--- src/rtl/vga_timing_pkg.sv ---
// -----------------------------------------------------------------------------
// vga_timing_pkg
//   Shared raster-timing definitions for the VGA display path.
//   - COORD_W / COORD_MAX : width of every counter and address, and the
//                           longest axis (in ticks) that width can count.
//   - axis_timing_t       : sync / back porch / active / front porch of one
//                           axis, all in pixel ticks (horizontal) or lines.
//   - SVGA_72_* / VGA_60_*: the two supported display modes.
//   - axis_total()        : full period of one axis.
// -----------------------------------------------------------------------------
package vga_timing_pkg;

   localparam int COORD_W   = 11;
   localparam int COORD_MAX = 1 << COORD_W;

   typedef struct packed {
      int sync;
      int bp;
      int act;
      int fp;
   } axis_timing_t;

   // 800x600 @ 72 Hz, 50 MHz pixel clock
   localparam axis_timing_t SVGA_72_H = '{sync: 120, bp: 64, act: 800, fp: 56};
   localparam axis_timing_t SVGA_72_V = '{sync: 6,   bp: 23, act: 600, fp: 37};

   // 640x480 @ 60 Hz, 25 MHz pixel clock (syncs are active-low in this mode)
   localparam axis_timing_t VGA_60_H  = '{sync: 96,  bp: 48, act: 640, fp: 16};
   localparam axis_timing_t VGA_60_V  = '{sync: 2,   bp: 33, act: 480, fp: 10};

   function automatic int axis_total(input int sync, input int bp,
                                     input int act, input int fp);
      return sync + bp + act + fp;
   endfunction

endpackage : vga_timing_pkg

--- src/rtl/vga_axis_counter.sv ---
// -----------------------------------------------------------------------------
// vga_axis_counter
//   Modulo-N counter for one raster axis, with a registered in-range flag.
//
//   Ports
//     clk, rst_n   : clock, asynchronous active-low reset
//     cnt_en_i     : advance the count by one (wrapping N-1 -> 0)
//     smp_en_i     : refresh the in-range flag from the current count
//     cnt_o        : current count, 0..N-1
//     wrap_o       : high on an enabled step out of N-1 (count returns to 0)
//     in_range_o   : registered (LO <= count < HI), sampled on smp_en_i
//
//   The compare has its own enable because the vertical axis steps once per
//   line but its flag must be re-sampled on every pixel tick, so that it
//   carries the same one-tick latency as every other raster output.
// -----------------------------------------------------------------------------
module vga_axis_counter
   import vga_timing_pkg::*;
#(
   parameter int N  = 1040,
   parameter int LO = 0,
   parameter int HI = 120
) (
   input  logic               clk,
   input  logic               rst_n,
   input  logic               cnt_en_i,
   input  logic               smp_en_i,
   output logic [COORD_W-1:0] cnt_o,
   output logic               wrap_o,
   output logic               in_range_o
);

   localparam logic [COORD_W-1:0] LAST = COORD_W'(N - 1);

   logic [COORD_W-1:0] cnt_q, cnt_d;
   logic               in_range_q, in_range_d;
   logic               at_last;

   assign at_last = (cnt_q == LAST);

   // NOTE: every variable driven here is given a default first, so no path
   // leaves it unassigned and no latch can be inferred.
   always_comb begin
      cnt_d      = cnt_q;
      in_range_d = in_range_q;
      if (cnt_en_i) begin
         cnt_d = at_last ? '0 : cnt_q + 1'b1;
      end
      if (smp_en_i) begin
         in_range_d = (int'(cnt_q) >= LO) && (int'(cnt_q) < HI);
      end
   end

   // NOTE: state is updated with non-blocking assignments so every flop
   // samples the pre-edge values, independent of statement order.
   always_ff @(posedge clk or negedge rst_n) begin
      if (!rst_n) begin
         cnt_q      <= '0;
         in_range_q <= 1'b0;
      end else begin
         cnt_q      <= cnt_d;
         in_range_q <= in_range_d;
      end
   end

   assign cnt_o      = cnt_q;
   assign wrap_o     = cnt_en_i & at_last;
   assign in_range_o = in_range_q;

endmodule : vga_axis_counter

--- src/rtl/vga_sync_gen.sv ---
// -----------------------------------------------------------------------------
// vga_sync_gen
//   Raster timing generator: sync pulses, active-area flag and the column /
//   row addresses (c1 / c2) consumed by the downstream pixel controller.
//
//   Ports
//     clk, rst_n      : clock, asynchronous active-low reset
//     pix_en          : pixel tick enable (tie high when pixel clock = clk)
//     hsync_sig       : horizontal sync, polarity set by SYNC_POL
//     vsync_sig       : vertical sync, polarity set by SYNC_POL
//     ready_sig       : current pixel lies in the active area
//     column_addr_sig : active column 0..H_ACT-1, 0 outside the active area
//     row_addr_sig    : active row 0..V_ACT-1, 0 outside the active area
//     frame_start     : one-tick pulse at the raster origin
//
//   Every output is registered from the pre-increment counter values, so
//   outputs trail the counters by exactly one pixel tick. Nothing changes
//   on a clk edge with pix_en low.
// -----------------------------------------------------------------------------
module vga_sync_gen
   import vga_timing_pkg::*;
#(
   parameter int H_SYNC   = SVGA_72_H.sync,
   parameter int H_BP     = SVGA_72_H.bp,
   parameter int H_ACT    = SVGA_72_H.act,
   parameter int H_FP     = SVGA_72_H.fp,
   parameter int V_SYNC   = SVGA_72_V.sync,
   parameter int V_BP     = SVGA_72_V.bp,
   parameter int V_ACT    = SVGA_72_V.act,
   parameter int V_FP     = SVGA_72_V.fp,
   parameter bit SYNC_POL = 1'b1
) (
   input  logic               clk,
   input  logic               rst_n,
   input  logic               pix_en,
   output logic               hsync_sig,
   output logic               vsync_sig,
   output logic               ready_sig,
   output logic [COORD_W-1:0] column_addr_sig,
   output logic [COORD_W-1:0] row_addr_sig,
   output logic               frame_start
);

   localparam int H_TOTAL = axis_total(H_SYNC, H_BP, H_ACT, H_FP);
   localparam int V_TOTAL = axis_total(V_SYNC, V_BP, V_ACT, V_FP);
   localparam int H_START = H_SYNC + H_BP;
   localparam int H_END   = H_START + H_ACT;
   localparam int V_START = V_SYNC + V_BP;
   localparam int V_END   = V_START + V_ACT;

   localparam logic [COORD_W-1:0] H_START_C = COORD_W'(H_START);
   localparam logic [COORD_W-1:0] V_START_C = COORD_W'(V_START);

   // Both axes must fit the 11-bit counters.
   if (H_TOTAL > COORD_MAX) begin : g_h_total_too_long
      $error("vga_sync_gen: H_TOTAL %0d exceeds %0d", H_TOTAL, COORD_MAX);
   end
   if (V_TOTAL > COORD_MAX) begin : g_v_total_too_long
      $error("vga_sync_gen: V_TOTAL %0d exceeds %0d", V_TOTAL, COORD_MAX);
   end

   // ---------------------------------------------------------------------
   // Axis counters; each owns its sync-window compare.
   // ---------------------------------------------------------------------
   logic [COORD_W-1:0] cnt_h, cnt_v;
   logic               h_wrap, v_wrap;
   logic               h_in_sync, v_in_sync;

   vga_axis_counter #(
      .N  (H_TOTAL),
      .LO (0),
      .HI (H_SYNC)
   ) u_h_axis (
      .clk        (clk),
      .rst_n      (rst_n),
      .cnt_en_i   (pix_en),
      .smp_en_i   (pix_en),
      .cnt_o      (cnt_h),
      .wrap_o     (h_wrap),
      .in_range_o (h_in_sync)
   );

   // The line counter steps only on the tick that ends a line; h_wrap is
   // already qualified by pix_en.
   vga_axis_counter #(
      .N  (V_TOTAL),
      .LO (0),
      .HI (V_SYNC)
   ) u_v_axis (
      .clk        (clk),
      .rst_n      (rst_n),
      .cnt_en_i   (h_wrap),
      .smp_en_i   (pix_en),
      .cnt_o      (cnt_v),
      .wrap_o     (v_wrap),
      .in_range_o (v_in_sync)
   );

   // The sync flags reset to 0, which maps to the deasserted level for
   // either polarity.
   assign hsync_sig = SYNC_POL ? h_in_sync : ~h_in_sync;
   assign vsync_sig = SYNC_POL ? v_in_sync : ~v_in_sync;

   // ---------------------------------------------------------------------
   // Active area, addresses and frame marker.
   // ---------------------------------------------------------------------
   logic               active;
   logic               ready_q, ready_d;
   logic [COORD_W-1:0] col_q, col_d;
   logic [COORD_W-1:0] row_q, row_d;
   logic               frame_start_q, frame_start_d;
   // High while the counters sit at (0,0): set by reset and by the tick
   // that wraps both axes, cleared by any other tick. This avoids a 22-bit
   // zero compare on the counters.
   logic               origin_q, origin_d;

   assign active = (int'(cnt_h) >= H_START) && (int'(cnt_h) < H_END) &&
                   (int'(cnt_v) >= V_START) && (int'(cnt_v) < V_END);

   always_comb begin
      ready_d       = ready_q;
      col_d         = col_q;
      row_d         = row_q;
      frame_start_d = frame_start_q;
      origin_d      = origin_q;
      if (pix_en) begin
         ready_d       = active;
         // Addresses are forced to 0 outside the active area, never stale.
         col_d         = active ? cnt_h - H_START_C : '0;
         row_d         = active ? cnt_v - V_START_C : '0;
         frame_start_d = origin_q;
         origin_d      = v_wrap;
      end
   end

   always_ff @(posedge clk or negedge rst_n) begin
      if (!rst_n) begin
         ready_q       <= 1'b0;
         col_q         <= '0;
         row_q         <= '0;
         frame_start_q <= 1'b0;
         origin_q      <= 1'b1;
      end else begin
         ready_q       <= ready_d;
         col_q         <= col_d;
         row_q         <= row_d;
         frame_start_q <= frame_start_d;
         origin_q      <= origin_d;
      end
   end

   assign ready_sig       = ready_q;
   assign column_addr_sig = col_q;
   assign row_addr_sig    = row_q;
   assign frame_start     = frame_start_q;

endmodule : vga_sync_gen

--- config.mk ---
export PLATFORM = sky130hd
export DESIGN_NAME = vga_sync_gen
export DESIGN_NICKNAME = d
export VERILOG_FILES = /design/src/rtl/vga_timing_pkg.sv /design/src/rtl/vga_axis_counter.sv /design/src/rtl/vga_sync_gen.sv
export SDC_FILE = /design/constraint.sdc
export NUM_CORES = 1
export LEC_CHECK = 0
export CAP_MARGIN = 15
export CORE_UTILIZATION = 45
export DETAILED_ROUTE_END_ITERATION = 10
export GPL_TIMING_DRIVEN = 0
export PLACE_DENSITY = 0.77
export SYNTH_ARGS = -nofsm -noshare
export SYNTH_HDL_FRONTEND = slang
export SYNTH_SLANG_ARGS = --single-unit
--- constraint.sdc ---
create_clock -name clk -period 2.1 [get_ports clk]
set_input_delay 0.315 -clock clk [delete_from_list [all_inputs] [get_ports clk]]
set_output_delay 0.315 -clock clk [all_outputs]
set_load 0.05 [all_outputs]
==> results.md <==
- The number of global-route vias before repair is 2,102.
- The H-tree was split into 2 levels.
- Across the run, the number of max-cap violations was 0.
- In this run, placement finished with an instance count of 381.
- The number of distinct standard cells referenced by the synthesized netlist is 47.
- The largest individual stage delay along the critical path comes from the cell or4bb_1.
- For this configuration, the core starts out at a cell density of 47.0%.
- The layout has 529 filler cells.
- The register area share after synthesis is 43.6%.
- The count of port buffers added during placement is 28.
- After the first detailed-routing iteration, the DRC count stood at 124.
- dfrtp_1 takes more of the synthesized area than any other cell.
- After synthesis the cells add up to 2810 µm².
- The pin count of the biggest net entering global routing is 26.
- For the worst-skew pair, the clock arrives at the later sink with an insertion delay of 0.31 ns.
- The total count of hold-check failures in the final report is 0.
- The die covers 6570 µm².
- The average cell area after synthesis is 10.2 µm².
- The initial antenna violation count is 0.
- The launch point of the worst reg-to-reg path is u_v_axis.cnt_o[8].
- The critical path class is reg -> reg.
- The post-route netlist has 18.2% of its cells at a drive strength greater than 1.
- For the worst setup path, the data arrival time is 2.18 ns.
- The floorplan has 28 rows.
- The critical path goes through clkbuf_1, or4bb_1, nor3_1, or4_4, buf_6, buf_6, o32ai_2.
- After the last flow step, the layout net total stands at 327.
- The share of flip-flops with an asynchronous set or reset is 100%.
- For this run, the top clock speed supported by timing is 494 MHz.
- The worst-case headroom to the max-slew limit is 56.6%.
- For this run, the leading register cell type out of synthesis is dfrtp_1.
- The setup TNS is 0 ns.
- Summed over all cells, the static leakage comes to 1.36 nW.
- The antenna diode instance count is 0.
- The post-route non-filler standard cell count is 394.
- Setup violations remaining at the end of the flow were counted as 0.
- The maximum buffer depth of the clock tree is 2.
- The final critical-path share of the clock period is 96.5%.
- The final antenna-violating net count is 0.
- After synthesis, the most frequently instantiated cells are dfrtp_1 (48), inv_1 (34), nand2_1 (22).
- For this block, the via count after detailed routing is 2,240.
- The number of DRC violations after detailed routing is 0.
- The number of clock buffers added by TritonCTS is 5.
- The first-pass GRT wire length is 10,200 µm.
- The number of buffers and inverters on the critical path is 3.
- STA puts the critical path data required time at 2.25 ns.
- The area used by multi-input combinational logic is 1380 µm².
- Buffers inserted to repair hold after CTS numbered 0.
- The clock transition at the registers of the reported paths is 0.09 ns.
- Of the post-synthesis cell area, the dominant cell type holds 42.7%.
- The total design power is 2.12 mW.
- The most common cell in the netlist is dfrtp_1.
- The worst clock skew on the final layout is 0.00870 ns.
- For flop-to-flop paths, the worst setup slack is 0.07 ns.
- Internal power comes to 1.47 mW.
- For this design the top-level I/O count stands at 29.
- In the global route stage, overall resource usage came out at 20.6%.
- The worst min-delay path category is in -> async.
- The number of pins with negative max-slew slack in the final report was 0.
- The count of TritonRoute iterations in the first routing pass is 4.
- From synthesis to final layout, the design area changed by 20.4%.
- Synthesis produced a netlist whose cell count is 277.
- The sequential cell area is 1230 µm².
- The root buffer cell is clkbuf_8.
- The most numerous cell type found on the critical path is buf_6.
- The total clock sinks is 49.
- The sequential fraction of design power is 49.2%.
- In this run the critical register-to-register path is captured at row_addr_sig[1].
- The TritonCTS clock tree is done.
- Summed over all layers, the global routing overflow is 0.
- The core area is 5990 µm².
- The top fanout value on the critical path is 10.
- STA classifies the critical path startpoint as a flip-flop.
- The total number of yosys warnings is 0.
- The analysis attributes to net switching a power of 651 µW.
- Sorting the synthesized cells by area gives the leading types as dfrtp_1 (43%), o32ai_2 (9.3%), xnor2_1 (6.5%).
- Counting flops with a built-in enable in the synthesized netlist gives 0.
- The synthesized netlist net count is 286.
- In this run, the clock network consumes 28.0% of the power.
- The gate family responsible for the most delay along the worst path is simple AND/OR/NAND/NOR gates.
- The floorplan step set the die width to 81.1 µm.
- The wire length reported by the detailed router is 6090 µm.
- The flip-flop and latch count after synthesis is 49.
- For the worst flop-to-flop path, the logic depth is 7.
- Setup repair after global routing could not meet its margin everywhere.
- Cells fill 56.5% of the core in the end.
- Using the TritonRoute via totals, the vias-per-cell ratio works out to 5.69.
- The power density relative to cell area is 626 nW/µm².
- In this run switching power makes up 30.7% of total power.
- The die height is 81.1 µm.
- The delay of the slowest cell on the worst path is 0.52 ns.
- The routed design could run at a clock period as short as 2.03 ns.
- The combinational fraction of design power is 22.9%.
- The run finished with clean final reports.
- At the pin with the least slew margin, the transition time is 0.651 ns.
- The congestion estimate from routability-driven global placement came to 0.902.
- The endpoint type of the worst setup path is a flip-flop.
- The placed wire-length estimate is 4250 µm.
- Dividing the detail-routed wire length by the instance count gives 15.5 µm.
- IR analysis of the VDD net gives a maximum drop of 0.000306 V.
==> cells by family after synthesis <==
| family | synth area share, % |
|---|---|
| xor+xnor | 8.10 |
| simple gates | 18.2 |
| buf+inv | 8.99 |
| compound gates | 17.3 |
| mux | 1.16 |
| fa+ha+maj | 2.67 |
| flops | 43.6 |
==> per-layer routing <==
metal | track usage, % | share of wire (%) | vias up
met5 | 0 | 0 | -
met4 | 6.79 | 1.1 | 0
met3 | 3.82 | 3.9 | 6
met2 | 32.9 | 49 | 57
met1 | 28.2 | 46 | 1118
li1 | - | - | 1059
==> stage by stage <==
step / worst slack (ns) / instance area (µm²) / hold slack, ns
2_1_floorplan: 0.0267 / 2810 / 0.0194
3_5_place_dp: -0.285 / 3200 / 0.356
3_3_place_gp: -0.704 / 3190 / 0.500
4_1_cts: 0.00182 / 3340 / 0.0200
5_1_grt: -0.0128 / 3390 / 0.0423
6_report: 0.0737 / 3390 / 0.000236
==> worst max path at each step <==
stage / start / to / slack, ns / cells after the start
final: u_v_axis.cnt_o[8] / row_addr_sig[1] / 0.07 / 7
after detailed placement: pix_en / row_addr_sig[2] / -0.29 / 6
after floorplan: u_h_axis.cnt_o[4] / column_addr_sig[10] / 0.03 / 7
after global routing: u_v_axis.cnt_o[1] / row_addr_sig[3] / -0.01 / 7
after CTS: u_v_axis.cnt_o[0] / row_addr_sig[7] / 0.002 / 6
after global placement: rst_n / u_h_axis.cnt_o[9] / -0.70 / 1
==> worst register-to-register path, delay by kind of cell (launching register included) <==
kind            cells  cell delay, ns
flops               1            0.37
compound gates      1            0.11
simple gates        3            0.91
buf+inv             3            0.49
==> final cells by class <==
| class | instances | area share [%] |
|---|---|---|
| clock inverters | 2 | 0.407 |
| plain buffers | 21 | 3.77 |
| well taps | 75 | 2.77 |
| inverters | 34 | 3.77 |
| multi-input cells | 173 | 40.7 |
| clock buffers | 6 | 2.44 |
| repair buffers | 34 | 9.83 |
| flip-flops and latches | 49 | 36.3 |
==> power groups by stage <==
stage / combinational [mW] / clock [mW] / sequential [mW]
CTS: 0.479 / 0.606 / 1.04
detailed placement: 0.416 / 0 / 1.07
finish: 0.484 / 0.593 / 1.04
global route: 0.531 / 0.651 / 1.05
global placement: 0.402 / 0 / 1.07
floorplan: 0.313 / 0 / 1.07
==> flip-flops by register name, indices dropped and copies added (netlist names) <==
signal               flops
column_addr_sig         11
row_addr_sig            11
u_h_axis.cnt_o          11
u_v_axis.cnt_o          11
frame_start              1
origin_q                 1
ready_sig                1
u_h_axis.in_range_o      1
u_v_axis.in_range_o      1
==> cells in the final DEF, fill, tap and decap left out, drive strengths merged, types with 5 or more instances in the layout <==
cell,instances
dfrtp,48
inv,34
clkdlybuf4s50,27
nand2,22
xnor2,21
buf,21
o32ai,19
nor2,14
clkbuf,13
nand3,10
nand4,9
o21ai,7
o22ai,6
ha,6
xor2,5
and3,5
nor3,5
==> timing repair <==
item,in CTS,in global routing
pin swaps,0,1
resized for setup,5,6
setup buffers,3,2
setup endpoints to repair,23,28
Power figures use the tool's default switching activity.
